`src/rtl/ram_arb_pkg.sv`:
```
// Shared types and constants for the RAM port arbiter.
// Imported by ram_arb_pick and ram_port_arbiter.
package ram_arb_pkg;

    typedef enum logic [1:0] {
        IDLE   = 2'd0,
        ACCESS = 2'd1,
        DONE   = 2'd2
    } state_e;

    typedef enum logic {
        GNT_CPU = 1'b0,
        GNT_EXT = 1'b1
    } grant_e;

    // RAM strobes are active-low, so the idle level is 1
    localparam logic STB_OFF = 1'b1;

    function automatic int cnt_width(input int wait_cycles);
        return (wait_cycles < 1) ? 1 : $clog2(wait_cycles + 1);
    endfunction

endpackage

```
`src/rtl/ram_arb_pick.sv`:
```
// Combinational two-way winner selection between the CPU and loader ports.
// Round-robin by default; define RAM_ARB_FIXED_PRIO_EN for fixed CPU priority.
module ram_arb_pick
    import ram_arb_pkg::*;
(
    input  logic   cpu_req_i,
    input  logic   ext_req_i,
    input  grant_e last_grant_i,
    output grant_e winner_o
);

`ifdef RAM_ARB_FIXED_PRIO_EN
    logic unused_last;
    assign unused_last = last_grant_i;

    // CPU wins whenever it asks; the loader only gets the RAM when the CPU is quiet
    always_comb begin
        winner_o = GNT_CPU;
        if (!cpu_req_i && ext_req_i) begin
            winner_o = GNT_EXT;
        end
    end
`else
    always_comb begin
        winner_o = GNT_CPU;
        if (cpu_req_i && ext_req_i) begin
            // Tie goes to whoever was not served last
            winner_o = (last_grant_i == GNT_EXT) ? GNT_CPU : GNT_EXT;
        end else if (ext_req_i) begin
            winner_o = GNT_EXT;
        end
    end
`endif

endmodule

```
`src/rtl/ram_port_arbiter.sv`:
```
// Arbitrates the single-port program/data RAM between the CPU and the loader port,
// with a fixed wait-state window per access. RAM_ARB_FIXED_PRIO_EN selects fixed priority.
module ram_port_arbiter
    import ram_arb_pkg::*;
#(
    parameter int ADDR_W      = 8,
    parameter int DATA_W      = 8,
    parameter int WAIT_CYCLES = 1
) (
    input  logic              clk,
    input  logic              Reset_in,

    input  logic              cpu_req,
    input  logic              cpu_we,
    input  logic [ADDR_W-1:0] cpu_addr,
    input  logic [DATA_W-1:0] cpu_wdata,
    output logic [DATA_W-1:0] cpu_rdata,
    output logic              cpu_ack,

    input  logic              ext_req,
    input  logic              ext_we,
    input  logic [ADDR_W-1:0] ext_addr,
    input  logic [DATA_W-1:0] ext_wdata,
    output logic [DATA_W-1:0] ext_rdata,
    output logic              ext_ack,

    output logic [ADDR_W-1:0] ram_addr,
    output logic [DATA_W-1:0] ram_wdata,
    input  logic [DATA_W-1:0] ram_rdata,
    output logic              ram_rd_n,
    output logic              ram_wr_n,

    output logic              busy,
    output logic              gnt_ext
);

    localparam int CNT_W = cnt_width(WAIT_CYCLES);
    localparam logic [CNT_W-1:0] CNT_INIT = CNT_W'(WAIT_CYCLES);

    state_e              state_q, state_d;
    logic [CNT_W-1:0]    cnt_q, cnt_d;
    logic                we_q, we_d;
    grant_e              last_q, last_d;
    logic                gnt_ext_q, gnt_ext_d;
    logic [ADDR_W-1:0]   addr_q, addr_d;
    logic [DATA_W-1:0]   wdata_q, wdata_d;
    logic                rd_n_q, rd_n_d;
    logic                wr_n_q, wr_n_d;
    logic [DATA_W-1:0]   cpu_rdata_q, cpu_rdata_d;
    logic [DATA_W-1:0]   ext_rdata_q, ext_rdata_d;
    logic                cpu_ack_q, cpu_ack_d;
    logic                ext_ack_q, ext_ack_d;

    grant_e              winner;
    logic                sel_we;
    logic [ADDR_W-1:0]   sel_addr;
    logic [DATA_W-1:0]   sel_wdata;

    ram_arb_pick u_pick (
        .cpu_req_i    (cpu_req),
        .ext_req_i    (ext_req),
        .last_grant_i (last_q),
        .winner_o     (winner)
    );

    always_comb begin
        sel_we    = cpu_we;
        sel_addr  = cpu_addr;
        sel_wdata = cpu_wdata;
        if (winner == GNT_EXT) begin
            sel_we    = ext_we;
            sel_addr  = ext_addr;
            sel_wdata = ext_wdata;
        end
    end

    always_comb begin
        state_d     = state_q;
        cnt_d       = cnt_q;
        we_d        = we_q;
        last_d      = last_q;
        gnt_ext_d   = gnt_ext_q;
        addr_d      = addr_q;
        wdata_d     = wdata_q;
        rd_n_d      = rd_n_q;
        wr_n_d      = wr_n_q;
        cpu_rdata_d = cpu_rdata_q;
        ext_rdata_d = ext_rdata_q;
        cpu_ack_d   = 1'b0;
        ext_ack_d   = 1'b0;

        case (state_q)
            IDLE: begin
                if (cpu_req || ext_req) begin
                    state_d   = ACCESS;
                    cnt_d     = CNT_INIT;
                    last_d    = winner;
                    gnt_ext_d = (winner == GNT_EXT);
                    we_d      = sel_we;
                    addr_d    = sel_addr;
                    wdata_d   = sel_wdata;
                    rd_n_d    = sel_we ? STB_OFF : ~STB_OFF;
                    wr_n_d    = sel_we ? ~STB_OFF : STB_OFF;
                end
            end

            ACCESS: begin
                if (cnt_q != '0) begin
                    cnt_d = cnt_q - CNT_W'(1);
                end else begin
                    state_d = DONE;
                    rd_n_d  = STB_OFF;
                    wr_n_d  = STB_OFF;
                    if (last_q == GNT_EXT) begin
                        ext_ack_d = 1'b1;
                        if (!we_q) ext_rdata_d = ram_rdata;
                    end else begin
                        cpu_ack_d = 1'b1;
                        if (!we_q) cpu_rdata_d = ram_rdata;
                    end
                end
            end

            // DONE never grants, leaving one strobe-free IDLE cycle between accesses
            DONE: state_d = IDLE;

            default: state_d = IDLE;
        endcase
    end

    always_ff @(posedge clk or posedge Reset_in) begin
        if (Reset_in) begin
            state_q     <= IDLE;
            cnt_q       <= '0;
            we_q        <= 1'b0;
            last_q      <= GNT_EXT;
            gnt_ext_q   <= 1'b0;
            addr_q      <= '0;
            wdata_q     <= '0;
            rd_n_q      <= STB_OFF;
            wr_n_q      <= STB_OFF;
            cpu_rdata_q <= '0;
            ext_rdata_q <= '0;
            cpu_ack_q   <= 1'b0;
            ext_ack_q   <= 1'b0;
        end else begin
            state_q     <= state_d;
            cnt_q       <= cnt_d;
            we_q        <= we_d;
            last_q      <= last_d;
            gnt_ext_q   <= gnt_ext_d;
            addr_q      <= addr_d;
            wdata_q     <= wdata_d;
            rd_n_q      <= rd_n_d;
            wr_n_q      <= wr_n_d;
            cpu_rdata_q <= cpu_rdata_d;
            ext_rdata_q <= ext_rdata_d;
            cpu_ack_q   <= cpu_ack_d;
            ext_ack_q   <= ext_ack_d;
        end
    end

    assign ram_addr  = addr_q;
    assign ram_wdata = wdata_q;
    assign ram_rd_n  = rd_n_q;
    assign ram_wr_n  = wr_n_q;
    assign cpu_rdata = cpu_rdata_q;
    assign ext_rdata = ext_rdata_q;
    assign cpu_ack   = cpu_ack_q;
    assign ext_ack   = ext_ack_q;
    assign busy      = (state_q != IDLE);
    assign gnt_ext   = gnt_ext_q;

endmodule

```
`config.mk`:
```
export PLATFORM = sky130hd
export DESIGN_NAME = ram_port_arbiter
export DESIGN_NICKNAME = d
export VERILOG_FILES = /design/src/rtl/ram_arb_pkg.sv /design/src/rtl/ram_arb_pick.sv /design/src/rtl/ram_port_arbiter.sv
export SDC_FILE = /design/constraint.sdc
export NUM_CORES = 1
export LEC_CHECK = 0
export CAP_MARGIN = 25
export CORE_MARGIN = 3
export CORE_UTILIZATION = 44
export CTS_CLUSTER_DIAMETER = 50
export DETAILED_ROUTE_END_ITERATION = 8
export PLACE_DENSITY = 0.85
export SYNTH_ARGS = -nofsm -noshare
export SYNTH_HDL_FRONTEND = slang
export SYNTH_SLANG_ARGS = --single-unit
```
`constraint.sdc`:
```
create_clock -name clk -period 3.5 [get_ports clk]
set_clock_uncertainty 0.1 [all_clocks]
set_input_delay 0.525 -clock clk [delete_from_list [all_inputs] [get_ports clk]]
set_output_delay 0.525 -clock clk [all_outputs]
set_load 0.02 [all_outputs]
```
### Word level (Yosys, flattened, before mapping)

Index checks and enable logic that the tools add are counted.

* flip-flop bits (word level): 42
* input port bits: 46
* output and inout port bits: 38
* word-level logic and storage cells: 55

* add/sub/neg operators: 1
* equal/unequal tests: 3
* multiplexer cells: 24
* bitwise gates (word level): 3
* reductions and logical operators: 11

Operator list (number)
* 1-bit two-way mux: 16
* 8-bit two-way mux: 2
* 4-bit AND reduction: 2
* 1-bit one-hot mux with 2 select lines: 3
* 2-bit AND reduction: 3
* 2-bit two-way mux: 2
* 2-bit != test, second input constant: 2
* 2-bit one-hot mux with 2 select lines: 1
* 2-bit nonzero test: 2
* 1-bit NOT: 3
* 3-bit AND reduction: 1
* 2-bit by 1-bit == test with 1-bit output, second input constant: 1
* 2-bit logical NOT: 1
* 1-bit logical AND: 1
* 1-bit logical OR: 1
* 1-bit subtractor, second input constant: 1

### Depth between registers and ports, before layout

Gate-level depths: netlist of the first run.

* depth after elaboration: 6
* depth in mapped cells: 5
* depth with buffers taken out: 3

### Modules after synthesis

From an unflattened synthesis of the first run, not the netlist that was laid out.

* cell total of the unflattened synthesis: 138
* area, all modules: 1776.7 um^2

By module, submodules not included
* ram_port_arbiter: times used 1, cells each 137, area each 1765.4 um^2, seq. area each 1054.8 um^2
* ram_arb_pick: times used 1, cells each 1, area each 11.3 um^2, seq. area each 0.0 um^2

### Worst setup path after synthesis of the first run

OpenSTA, ideal clock, no wires.

* path kind: in2reg
* from: input port ext_req
* to: register wdata_q[5] (netlist: ram_wdata[5])
* setup time: 127 ps
* arrival time: 1332 ps
* data required time: 3273 ps
* slack: 1941 ps
* stages: 5
* path through: or2_2 buf_2 clkbuf_1 a21oi_1 a21oi_1

* cells in the longest elaborated chain, start to end: 3

RTL lines
* start, declared: RTL line ram_port_arbiter.sv:20 `input logic ext_req,`
* 1-bit two-way mux / 1-bit logical AND (equally long branches): RTL line ram_arb_pick.sv:29, ram_arb_pick.sv:26
* 1-bit two-way mux: RTL line ram_arb_pick.sv:26 `if (cpu_req_i && ext_req_i) begin`
* 8-bit two-way mux: RTL line ram_port_arbiter.sv:70 `if (winner == GNT_EXT) begin`
* end signal, assigned: RTL line ram_port_arbiter.sv:153 `wdata_q <= wdata_d;`
* end, declared: RTL line ram_port_arbiter.sv:46 `logic [DATA_W-1:0] wdata_q, wdata_d;`

Several ways; a longest one is shown, not always the timed one.
A chain may end at the register's enable or synchronous reset.

### Worst setup path after layout of the first run

* from: register state_q[0]
* to: output port busy

* cells in the longest elaborated chain, start to end: 1

RTL lines
* start, declared: RTL line ram_port_arbiter.sv:40 `state_e state_q, state_d;`
* start signal, assigned: RTL line ram_port_arbiter.sv:147 `state_q <= state_d;`
* 2-bit nonzero test: RTL line ram_port_arbiter.sv:171 `assign busy = (state_q != IDLE);`
* end, declared: RTL line ram_port_arbiter.sv:33 `output logic busy,`

No other way between the ends.

==> results_dict.tcl, run 1 <==
set metrics [dict create \
    outcome "finished, final reports clean" \
    cp_cell_sequence "nor2_2 -> inv_1 -> clkdlybuf4s50_1" \
    syn_avg_cell_area_um2 13.06 \
    drive_above_1_share 0.1762 \
    path_max_fanout 4 \
    dr.pass1.iters 6 \
    clock_path_buffers 2 \
    tns_ns 0 \
    instances_no_fill 275 \
    synth_fp_nets 186 \
    cts_tree "yes" \
    grt_usage 0.1939 \
    cellPowerDensity_mw_per_mm2 915.8 \
    wl_um 4517 \
    power_frac_seq 0.358 \
    ioPinCount 84 \
    combPwrFrac 0.520 \
    cts_setup_buffers 0 \
    place_inst 267 \
    ys_warn_count 0 \
    path_class "flip-flop to output port" \
    period_minus_slack_ns 2.146 \
    clock_sinks 42 \
    numPortBuffers 83 \
    cp.required_ns 2.87 \
    grt_pass1_wl_um 7486 \
    synth-edff-count 0 \
    cts_hold_buf 0 \
    yosys.area.top_type "dfrtp_1" \
    yosysMostFrequentCell "dfrtp_1" \
    cts_resized 0 \
    grt_overflow 0 \
    setup_viol_count_final 0 \
    synth.ff_latch_count 42 \
    fill_cells 272 \
    start_util 0.4778 \
    slowest_stage "clkdlybuf4s50_1" \
    yosysSeqAreaShare 0.5770 \
    crit_cells 3 \
    clock_latency_ns 0.29 \
    p_clk_frac 0.123 \
    max_clock_freq_mhz 466.0 \
    worst_slew_pin_slew_ns 0.6197 \
    hold_viol_final 0 \
    cts_buffers 5 \
    crit_path_max_incr_delay_ns 0.61 \
    drc_errors 0 \
    p_switching_mw 0.9855 \
    finalMaxSlewViolations 0 \
    path_clk_slew_ns 0.07 \
    fp-row-count 22 \
    die_h_um 70.46 \
    async_reset_ff_frac 1.000 \
    min_path_type "flip-flop to flip-flop" \
    ys_dominant_reg_cell "dfrtp_1" \
    p_int_mw 1.564 \
    synth.distinct_cells 21 \
    path_buf_inv 2 \
    routedWlPerCell_um 16.43 \
    fp.dieW_um 70.46 \
    coreArea_mm2 0.003826 \
    cap_viol_max_count 0 \
    cp-end-kind "output port" \
    grt_pass1_vias 1533 \
    whs_path_depth 1 \
    synthTopCellsByCount "39 x dfrtp_1, 35 x a21oi_1, 19 x mux2i_1, 17 x mux2_2, 5 x inv_1" \
    syn2layout_area_growth_pct 52.29 \
    slew_headroom 0.5838 \
    rr_worst_depth 3 \
    synth.top_cell.area_share 0.5339 \
    vias 1436 \
    synth.area.top_cells "dfrtp_1 53%, mux2_2 10%, mux2i_1 10%" \
    via_per_inst 5.222 \
    rsz0062_at_grt "false" \
    ant_nets 0 \
    utilization 0.7276 \
    hpwl_um 3328 \
    vdd_drop_max_v 0.0005655 \
    clock-root-buffer "clkbuf_8" \
    arrival_ns 1.52 \
    cp_top_family "buffers and inverters" \
    p_leak_nw 1.203 \
    drt_iter0_drc 70 \
    cts.htree.levels 2 \
    diodes 0 \
    final_nets 272 \
    mappedNetlistArea_mm2 0.001828 \
    antenna_found_initial 0 \
    die-area_mm2 0.004964 \
    switching_share 0.3866 \
    place_congestion 0.8445 \
    fin_crit_sh 0.6131 \
    netlist_instances 140 \
    critPathLaunchType "flip-flop" \
    grt_max_degree 43 \
]
## power groups by stage
stage          logic (mW)  clock network, mW  registers [mW]
6_report             1.32              0.312           0.912
5_1_grt              1.41              0.348           0.942
4_1_cts              1.34              0.324           0.912
3_5_place_dp         1.33                  0           0.914
3_3_place_gp         1.29                  0           0.898
2_1_floorplan       0.475                  0            1.15
## stage by stage
step / cell area, um^2 / power [mW] / hold slack, ns / setup slack (ns)
after floorplan: 1828 / 1.627 / 0.4195 / 1.906
after global placement: 2693 / 2.189 / 0.3881 / 1.319
after detailed placement: 2693 / 2.249 / 0.3944 / 1.211
after CTS: 2784 / 2.575 / 0.4093 / 1.347
after global routing: 2784 / 2.705 / 0.4242 / 1.291
final: 2784 / 2.549 / 0.4062 / 1.354
## logic make-up after synthesis
logic type             Yosys count  synth area share
AOI/OAI and AO/OA               39            0.1136
buffers and inverters           12           0.03970
DFF                             42            0.5770
muxes                           36            0.2088
and+or+nand+nor                 11           0.06091
## cells in the final DEF, fill, tap and decap left out, types with 2 or more instances in the layout
cell,Yosys,final
clkbuf_8,0,6
dfstp_2,3,3
nor3_1,3,2
mux2_2,17,17
mux2i_1,19,19
a21oi_1,35,35
or2_2,2,2
inv_1,5,5
clkdlybuf4s50_1,0,83
dfrtp_1,39,39
buf_4,0,3
## layer usage
metal	global-route usage	routed length (um)	vias to the layer above
met2	0.3025	2102	76
met3	0.07914	506	6
met4	0.06383	63	0
met1	0.2440	1845	682
li1	-	-	672
met5	0	0	-
## flip-flops by register name, summed over array words and instances (netlist names), 2 cells and up
name       count
ext_rdata      8
state_q        2
cpu_rdata      8
ram_addr       8
ram_wdata      8
## worst register-to-register path, cell delays in order, from the launching register on
cell and delay [ns]:
dfstp_2 0.62, a21bo_2 0.55, mux2i_1 0.36, mux2_2 0.20
## cell type report
type | instances | area (um^2) | area share
Clock buffer | 7 | 86.33 | 0.03101
Clock inverter | 1 | 5.005 | 0.001798
Inverter | 5 | 18.77 | 0.006742
Multi-Input combinational cell | 86 | 705.7 | 0.2535
Sequential cell | 42 | 1055 | 0.3789
Tap cell | 48 | 60.06 | 0.02157
Timing Repair Buffer | 86 | 853.3 | 0.3065
## final timing paths
path,slack [ns],start,to
setup / recovery,1.35,state_q[0],busy
hold reg to reg,0.41,ext_rdata[0],ext_rdata[0]
setup reg to reg,1.62,last_q,ram_wr_n
hold / removal,0.41,ext_rdata[0],ext_rdata[0]
max in group asynchronous,2.38,Reset_in,ram_rd_n
min in group asynchronous,0.55,Reset_in,cpu_rdata[0]
Power figures use the tool's default switching activity.
==> inputs of run 2 (changes only) <==
--- a/config.mk
+++ b/config.mk
@@ -7,10 +7,10 @@
 export LEC_CHECK = 0
 export CAP_MARGIN = 25
 export CORE_MARGIN = 3
-export CORE_UTILIZATION = 44
+export CORE_UTILIZATION = 37
 export CTS_CLUSTER_DIAMETER = 50
 export DETAILED_ROUTE_END_ITERATION = 8
-export PLACE_DENSITY = 0.85
+export PLACE_DENSITY = 0.76
 export SYNTH_ARGS = -nofsm -noshare
 export SYNTH_HDL_FRONTEND = slang
 export SYNTH_SLANG_ARGS = --single-unit
==> constraint.sdc (replaced) <==
create_clock -name clk -period 1.83 [get_ports clk]
set_clock_uncertainty 0.1 [all_clocks]
set_input_delay 0.2745 -clock clk [delete_from_list [all_inputs] [get_ports clk]]
set_output_delay 0.2745 -clock clk [all_outputs]
set_load 0.02 [all_outputs]
==> run 2 against run 1 <==
Die area increased by 17%. Count of clock-buffer cells in the layout unchanged. Largest power group unchanged. Wire length decreased by 1.1%.
==> results_dict.tcl, run 2 (synthesis results as in run 1) <==
set metrics [dict create \
    mostFrequentLayoutCells "80 x clkdlybuf4s50_1, 37 x dfrtp_1, 35 x a21oi_1" \
    die_h_um 76.29 \
    max_clock_freq_mhz 609.9 \
    critPathLaunchType "flip-flop" \
    arrival_ns 1.27 \
    hold_slack_ns 0.1805 \
    numPortBuffers 83 \
    cts.htree.levels 2 \
    routedWlPerCell_um 14.94 \
    rr_worst_depth 4 \
    slew_headroom 0.6203 \
    clock_path_buffers 2 \
    diodes 0 \
    ant_nets 0 \
    cts_hold_buf 0 \
    cts_setup_buffers 0 \
    fp.dieW_um 76.29 \
    p_leak_nw 1.249 \
    cap_viol_max_count 0 \
    drive_above_1_share 0.2094 \
    setup_viol_count_final 0 \
    hold_viol_final 0 \
    rsz0062_at_grt "false" \
    hpwl_um 3403 \
    antenna_found_initial 0 \
    place_inst 291 \
    cellPowerDensity_mw_per_mm2 1698 \
    min_path_type "primary input to asynchronous set/reset pin" \
    cts_tree "yes" \
    coreArea_mm2 0.004564 \
    grt_pass1_wl_um 7307 \
    vdd_drop_max_v 0.0008347 \
    grt_max_degree 19 \
    path_max_fanout 2 \
    fp-row-count 24 \
    worstReg2RegEnd "ram_wdata[6]" \
    cp.required_ns 1.46 \
    grt_pass1_vias 1497 \
    finalPower_mw 4.885 \
    path_class "flip-flop to output port" \
    die-area_mm2 0.005820 \
    ff2ff_setup_slack_ns 0.28 \
    dr.pass1.iters 4 \
    grt_usage 0.1536 \
    via_per_inst 4.870 \
    outcome "finished, final reports clean" \
    grt_overflow 0 \
    wl_um 4467 \
    cp_cell_sequence "clkdlybuf4s50_1" \
    vias 1456 \
    period_minus_slack_ns 1.640 \
    final_common_cell "clkdlybuf4s50_1" \
    worst_slew_pin_slew_ns 0.5661 \
    crit_path_max_incr_delay_ns 0.61 \
    clock_sinks 42 \
    tns_ns 0 \
    slowest_stage "clkdlybuf4s50_1" \
    clock_latency_ns 0.28 \
    cp_top_family "buffers and inverters" \
    final_nets 279 \
    drt_iter0_drc 30 \
    timing.rr.start "last_q" \
    syn2layout_area_growth_pct 57.36 \
    cp-end-kind "output port" \
    start_util 0.4005 \
    place_congestion 0.7680 \
    instances_no_fill 299 \
    clock-root-buffer "clkbuf_8" \
    path_buf_inv 1 \
    cts_buffers 5 \
    drc_errors 0 \
    fin_crit_sh 0.8960 \
    ioPinCount 84 \
    finalMaxSlewViolations 0 \
    path_clk_slew_ns 0.08 \
]
-- run 2: area by class of cell --
class                           count  area [um^2]
Timing Repair Buffer               93        922.1
Fill cell                         385         1688
Inverter                            5        18.77
Clock inverter                      1        5.005
Clock buffer                        7        86.33
Tap cell                           65        81.33
Sequential cell                    42         1057
Multi-Input combinational cell     86        705.7
-- run 2: worst max path at each step --
stage | start | endpoint | slack (ns) | cells past startpoint
2_1_floorplan | cnt_q | cpu_rdata[0] | 0.29 | 2
3_3_place_gp | ext_req | ram_addr[1] | 0.15 | 5
3_5_place_dp | ext_req | ram_addr[3] | 0.12 | 5
4_1_cts | ram_wr_n | ram_wr_n | 0.001 | 1
5_1_grt | ext_rdata[2] | ext_rdata[2] | 0.13 | 1
6_report | ram_wdata[7] | ram_wdata[7] | 0.19 | 1
-- run 2: per-layer routing --
metal | global-route usage | up-vias | part of all wire
met1 | 0.1886 | 689 | 0.42
met4 | 0.04167 | 0 | 0.0076
met5 | 0 | - | 0
li1 | - | 686 | -
met3 | 0.09811 | 5 | 0.14
met2 | 0.2232 | 76 | 0.43
-- run 2: where the power goes --
| group | internal, mW | total (mW) | switching, mW |
|---|---|---|---|
| logic | 1.30 | 2.56 | 1.26 |
| clock network | 0.304 | 0.598 | 0.294 |
| registers | 1.42 | 1.73 | 0.312 |
| total | 3.02 | 4.88 | 1.86 |
-- run 2: metrics by stage --
stage | cell area [um^2] | utilization | worst slack (ns)
final | 2877 | 0.6302 | 0.1903
after global routing | 2877 | 0.6302 | 0.1295
after CTS | 2872 | 0.6291 | 0.001418
after detailed placement | 2779 | 0.6088 | 0.1172
after global placement | 2779 | 0.6088 | 0.1500
after floorplan | 1828 | - | 0.2924
-- run 2: timing repair --
action                                  4_1_cts  5_1_grt
pin swaps                                     0        0
endpoints found under the setup margin        1        2
gates resized for setup                       3        2
